[config.mk]
export PLATFORM = sky130hd
export DESIGN_NAME = meas_tx
export DESIGN_NICKNAME = d
export VERILOG_FILES = /design/src/rtl/meas_tx.sv
export SDC_FILE = /design/constraint.sdc
export NUM_CORES = 2
export LEC_CHECK = 0
export CORE_AREA = 2 2 317 319
export CTS_BUF_LIST = sky130_fd_sc_hd__clkbuf_4 sky130_fd_sc_hd__clkbuf_8
export CTS_CLUSTER_DIAMETER = 200
export DETAILED_ROUTE_END_ITERATION = 12
export DIE_AREA = 0 0 319 321
export REMOVE_ABC_BUFFERS = 1
export SYNTH_ARGS = -nofsm -noshare
export SYNTH_HDL_FRONTEND = slang
export SYNTH_SLANG_ARGS = --single-unit
[constraint.sdc]
create_clock -name clk -period 36.5 [get_ports clk]
set_input_delay 3.65 -clock clk [delete_from_list [all_inputs] [get_ports clk]]
set_output_delay 3.65 -clock clk [all_outputs]
set_load 0.005 [all_outputs]
[src/rtl/meas_tx.sv]
// Measurement-frame transmitter: snapshots the payload and mode on start, then
// streams SYNC, TYPE, LEN, payload and checksum bytes into the FT245 write FIFO.
module meas_tx #(
  parameter int          N_BYTES   = 98,
  parameter logic [7:0]  SYNC_BYTE = 8'hA5,
  parameter logic [3:0]  TYPE_HI   = 4'h5
) (
  input  logic                 clk,
  input  logic                 reset,
  input  logic                 start,
  input  logic [8*N_BYTES-1:0] meas_data,
  input  logic [3:0]           op_mode,
  input  logic                 wr_full,
  output logic                 wr_en,
  output logic [7:0]           wr_data,
  output logic                 busy,
  output logic                 done,
  output logic                 drop
);

  localparam int         IW       = $clog2(8*N_BYTES);
  localparam logic [7:0] LEN_BYTE = 8'(N_BYTES);
  localparam logic [7:0] LAST_IDX = 8'(N_BYTES-1);

  typedef enum logic [2:0] {
    S_IDLE, S_SYNC, S_TYPE, S_LEN, S_PAYLOAD, S_CHK, S_DONE
  } state_t;

  state_t               state, state_nxt;
  logic [8*N_BYTES-1:0] snap_data;
  logic [3:0]           snap_mode;
  logic [7:0]           acc, acc_nxt;
  logic [7:0]           idx, idx_nxt;
  logic                 load;
  logic [IW-1:0]        bit_sel;
  logic [7:0]           pay_byte;
  logic [7:0]           type_byte;

  assign bit_sel   = IW'({idx, 3'b000});
  assign pay_byte  = snap_data[bit_sel +: 8];
  assign type_byte = {TYPE_HI, snap_mode};

  always_comb begin
    state_nxt = state;
    acc_nxt   = acc;
    idx_nxt   = idx;
    load      = 1'b0;
    done      = 1'b0;
    wr_data   = 8'h00;
    busy      = (state inside {S_SYNC, S_TYPE, S_LEN, S_PAYLOAD, S_CHK});
    wr_en     = busy && !wr_full;
    case (state)
      S_IDLE: if (start) begin
        load      = 1'b1;
        acc_nxt   = 8'h00;
        idx_nxt   = 8'h00;
        state_nxt = S_SYNC;
      end
      S_SYNC: begin
        wr_data = SYNC_BYTE;
        if (wr_en) state_nxt = S_TYPE;
      end
      S_TYPE: begin
        wr_data = type_byte;
        if (wr_en) begin
          acc_nxt   = acc + type_byte;
          state_nxt = S_LEN;
        end
      end
      S_LEN: begin
        wr_data = LEN_BYTE;
        if (wr_en) begin
          acc_nxt   = acc + LEN_BYTE;
          state_nxt = S_PAYLOAD;
        end
      end
      S_PAYLOAD: begin
        wr_data = pay_byte;
        if (wr_en) begin
          acc_nxt = acc + pay_byte;
          idx_nxt = idx + 8'd1;
          if (idx == LAST_IDX) state_nxt = S_CHK;
        end
      end
      S_CHK: begin
        // Two's complement makes the sum of TYPE..CHK wrap to zero.
        wr_data = 8'h00 - acc;
        if (wr_en) state_nxt = S_DONE;
      end
      S_DONE: begin
        done      = 1'b1;
        state_nxt = S_IDLE;
      end
      default: state_nxt = S_IDLE;
    endcase
  end

  always_ff @(posedge clk or posedge reset) begin
    if (reset) begin
      state     <= S_IDLE;
      acc       <= 8'h00;
      idx       <= 8'h00;
      snap_data <= '0;
      snap_mode <= 4'h0;
      drop      <= 1'b0;
    end else begin
      state <= state_nxt;
      acc   <= acc_nxt;
      idx   <= idx_nxt;
      drop  <= start && (state != S_IDLE);
      if (load) begin
        snap_data <= meas_data;
        snap_mode <= op_mode;
      end
    end
  end

endmodule
== Word level (Yosys, flattened, before mapping) ==
Index checks and enable logic that the tools add are counted.

* Register bits after elaboration: 808
* Bits of input ports: 792
* Output and inout port bits: 12
* Word-level logic and storage cells: 56

* Add/sub/neg operators: 5
* Equality and inequality tests: 14
* Shift-type cells: 1
* Multiplexer cells: 19
* Reduce and logical (&&, ||, !) cells: 11

{| class="wikitable"
|+ Operator list
! operator !! number
|-
| $shiftx 784x11->8 || 1
|-
| $mux 8 || 5
|-
| $pmux 8 s5 || 1
|-
| $pmux 8 s4 || 1
|-
| $mux 3 || 7
|-
| $pmux 3 s6 || 1
|-
| $pmux 8 s2 || 1
|-
| $ne 2x2->1 const B || 6
|-
| $eq 3x3->1 const B || 3
|-
| $add 8x1->8 const B || 1
|-
| $add 8x7->8 || 1
|-
| $add 8x7->8 const B || 1
|-
| $add 8x8->8 || 1
|-
| $eq 8x7->1 const B || 1
|-
| $sub 1x8->8 const A || 1
|-
| $reduce_and 7->1 || 1
|-
| $eq 3x2->1 const B || 2
|-
| $reduce_and 5->1 || 1
|-
| $reduce_bool 5->1 || 1
|-
| $reduce_bool 4->1 || 1
|-
| $eq 3x1->1 const B || 1
|-
| $logic_not 3->1 || 1
|-
| $mux 1 || 3
|-
| $reduce_and 3->1 || 1
|-
| other kinds (5) || 6
|}

== Logic depth before layout (Yosys ltp) ==
* Depth in word-level cells: 5
* Depth in mapped cells: 23
* Gate-level depth less buffers: 18

== Worst setup path before layout ==
No wires, ideal clock.

* Path kind: in2out
* Start point: input port wr_full
* End point: output port wr_en
* Arrival: 3.962 ns
* Required time: 32.850 ns
* Path slack: 28.888 ns
* Stages: 2
* Buffers on the path: 1
* Cells stage by stage: clkbuf_1 > nor2b_1

* Word-level cells in the longest chain between the ends: 2

{| class="wikitable"
|+ Ends and longest elaborated chain
! what !! line !! RTL
|-
| start: declaration || 13 || <nowiki>input logic wr_full,</nowiki>
|-
| $logic_not 1->1 || 51 || <nowiki>wr_en = busy && !wr_full;</nowiki>
|-
| $logic_and 1x1->1 || 51 ||
|-
| end: declaration || 14 || <nowiki>output logic wr_en,</nowiki>
|}

No other way between the ends.

== Final worst setup path ==
* Start point: register idx[0]
* End point: output port wr_data[0]

* Word-level cells in the longest chain between the ends: 2

{| class="wikitable"
|+ Ends and longest elaborated chain
! what !! line !! RTL
|-
| start: declaration || 33 || <nowiki>logic [7:0] idx, idx_nxt;</nowiki>
|-
| start signal: assignment || 109 || <nowiki>idx <= idx_nxt;</nowiki>
|-
| $shiftx 784x11->8 || 40 || <nowiki>assign pay_byte = snap_data[bit_sel +: 8];</nowiki>
|-
| $pmux 8 s5 || 52 || <nowiki>case (state)</nowiki>
|-
| end: declaration || 15 || <nowiki>output logic [7:0] wr_data,</nowiki>
|}

No other way between the ends.

==> results.toml <==
[outcome]
status = "complete, no violations"

[logic_synthesis]
async_flop_share_pct = 100
yosysUniqueCellTypes = 55
synth_area_leaders = "dfrtp_1, mux2_2, mux4_2, clkbuf_1, mux2i_1"
yosysTopAreaCellShare_pct = 54.7
synthCells = 2260
synth_edf_count = 0
synth-main-ff-cell = "dfrtp_1"
yosys_warnings = 0
yosysSeqAreaShare_pct = 54.7
yosys.cell_count.top_type = "dfrtp_1"
yosys.area.top_type = "dfrtp_1"
synth_common_cells = "dfrtp_1, mux2_2, mux4_2"
syn_area_per_cell_sq_um = 16.3
synth_seq_cells = 808
syn-cell-area_sq_mm = 0.0369

[clocking]
ctsHoldBuffers = 0
clockBufferDepth = 3
cts.sinks = 808
ctsResizeCount = 0
clkLatencyLatePin_ns = 0.79
cts_tree = "yes"
postCtsSetupRepairBufs = 0
h-tree-depth = 4
path_clk_slew_ns = 0.05
cts_buffers = 148
cts_root_buf = "clkbuf_8"

[timing]
setup-violations-final = 0
finalCritPeriodShare_pct = 28.4
fin_skew_ns = 0.0274
finalCriticalPeriod_ns = 10.36
fmax_mhz = 96.6
slew_headroom_pct = 2.46
slew_violations = 0
rsz0062_at_grt = "false"
hold_slack_ns = 0.499
worstMarginPinSlew_ns = 1.46
hold_violations = 0
fin_setup_tns_ns = 0

[setup_path]
crit_path_end_kind = "primary output"
critPathMaxFanout = 38
worstReg2RegStart = "idx[0]$_DFFE_PP0P_"
crit_slowest_cell = "dfrtp_4"
cp.depth = 10
cp.arrival_ns = 6.71
timing.rr.end = "acc[7]$_DFFE_PP0P_"
crit_type = "flop to primary output"
critical-path-top-delay-family = "buffers and inverters"
slowest_delay_ns = 0.92
critPathCapture = "wr_data[0]"
r2r_slack_ns = 29.03
cp_cell_sequence = "buf_4 -> buf_4 -> buf_4 -> mux4_2 -> mux4_2 -> mux4_2 -> o21ai_1 -> nor2_1 -> a221o_1 -> clkdlybuf4s50_1"
startpoint_type = "flop"
critPathBufInv = 4
required_ns = 32.85
crit_start = "idx[0]$_DFFE_PP0P_"
r2r_cells = 19

[global_routing]
top_usage_layer = "met2"
grt_pass1_wl_microns = 167000
grt_overflow = 0
grt_use_total_pct = 22.0
grtUsageMet3_pct = 7.59
antenna_found_initial = 93
grt_pass1_vias = 26300
grt_max_degree = 203
use_met1_pct = 25.0
gr-usage-met2_pct = 36.8

[route]
drtIter0Drc = 1210
final_antenna_net_count = 0
dr.pass1.iters = 5
drcViolationCount = 0
via_count = 23600
via_per_inst = 5.22
routedWlPerCell_microns = 25.1
wirelength_microns = 113000

[floorplanning]
core_sq_mm = 0.0993
io_pins = 804
dieArea_sq_mm = 0.102
initial_core_util_pct = 37.2
rows = 116
die_h_microns = 321
die_w_microns = 319

[placement]
place_congestion = 0.850
dp_hpwl_microns = 82400
placement.io_buffers = 803

[finish]
area_growth_pct = 33.4
final_util_pct = 49.6
seqCellArea_sq_mm = 0.0202
multi_input_area_sq_mm = 0.0160
drive_above_1_share_pct = 41.3
nets = 3884
nFillCells = 8442

[power_and_ir_drop]
leakagePower_nw = 19.3
power_density_mw_per_mm2 = 79.3
peakVddDrop_v = 0.0000532
p_total_mw = 3.91

[min_path]
min_path_type = "flop to flop"

[flow_run]
maxCapViolCount = 0
metal layers:
metal,vias up,routed length (microns)
li1,10200,-
met1,12300,42300
met2,760,58000
met3,276,8290
met4,72,4470
met5,-,479
where the power goes:
| group | switching, mW | internal (mW) | leakage, nW |
|---|---|---|---|
| sequential | 0.273 | 1.36 | 9.56 |
| combinational | 0.496 | 0.909 | 8.19 |
| clock | 0.377 | 0.493 | 1.57 |
| total | 1.15 | 2.76 | 19.3 |
stage by stage:
step,setup WS (ns),std cells,area (sq um)
after global routing,25.58,4521,49300
after floorplan,10.16,2095,36200
after detailed placement,26.76,4227,46200
final,26.14,4526,49300
after CTS,25.85,4472,49100
after global placement,26.87,4227,46200
flip-flops by register name (all words and copies together) (netlist names):
name	count
snap_data	784
idx	8
acc	8
state	3
snap_mode	4
drop	1
worst min path at each step:
stage	from	end	slack [ns]	cells past startpoint
CTS	idx[7]$_DFFE_PP0P_	idx[7]$_DFFE_PP0P_	0.50	1
global placement	idx[7]$_DFFE_PP0P_	idx[7]$_DFFE_PP0P_	0.47	1
floorplan	idx[7]$_DFFE_PP0P_	idx[7]$_DFFE_PP0P_	0.45	1
global route	snap_data[479]$_DFFE_PP0P_	snap_data[479]$_DFFE_PP0P_	0.52	1
finish	idx[7]$_DFFE_PP0P_	idx[7]$_DFFE_PP0P_	0.50	1
detailed placement	snap_data[231]$_DFFE_PP0P_	snap_data[231]$_DFFE_PP0P_	0.49	1
worst register-to-register path, delay by kind of cell, from the launching register on:
family	cells	cell delay [ns]
AO/OA/AOI/OAI	9	1.89
XOR/XNOR	1	0.16
adder cells (fa/ha/maj)	1	0.29
buffers and inverters	4	2.26
flip-flops	1	0.92
multiplexers	3	1.80
AND/OR/NAND/NOR	1	0.07
cell type report:
type,instances,area share [%]
flip-flops and latches,808,41.1
multi-input cells,1276,32.4
repair buffers,834,16.8
clock buffers,227,5.69
well taps,1298,3.30
clock inverters,18,0.322
diodes,54,0.274
inverters,11,0.0990
cell families (layout without fill, tap and decap cells):
| group | after synthesis | after routing | share of synthesized area [%] |
|---|---|---|---|
| other | 0 | 54 | 0 |
| adders and majority gates | 13 | 13 | 0.461 |
| and+or+nand+nor | 104 | 104 | 1.45 |
| AOI/OAI and AO/OA | 91 | 91 | 1.65 |
| DFF | 808 | 808 | 54.7 |
| muxes | 1050 | 1050 | 39.2 |
| xor gates and xnor gates | 18 | 18 | 0.427 |
| buffers and inverters | 176 | 1090 | 2.06 |
layout by cell type (no fill, tap or decap), types with 5 or more instances in the layout:
master,instances
nand3b_1,5
o21ai_0,23
o221ai_1,7
mux4_2,237
nand2_1,20
a21oi_1,16
clkinv_2,6
clkbuf_8,176
clkinvlp_4,6
ha_1,12
inv_1,10
nor3b_1,7
mux2i_1,22
clkdlybuf4s50_1,803
nor2_1,29
dfrtp_1,802
clkbuf_4,51
mux2_2,789
xor2_1,8
diode_2,54
buf_4,29
nand2b_1,7
xnor2_1,10
nor3_1,7
a21o_1,10
nand3_1,7
nor2b_1,11
Power figures use the tool's default switching activity.
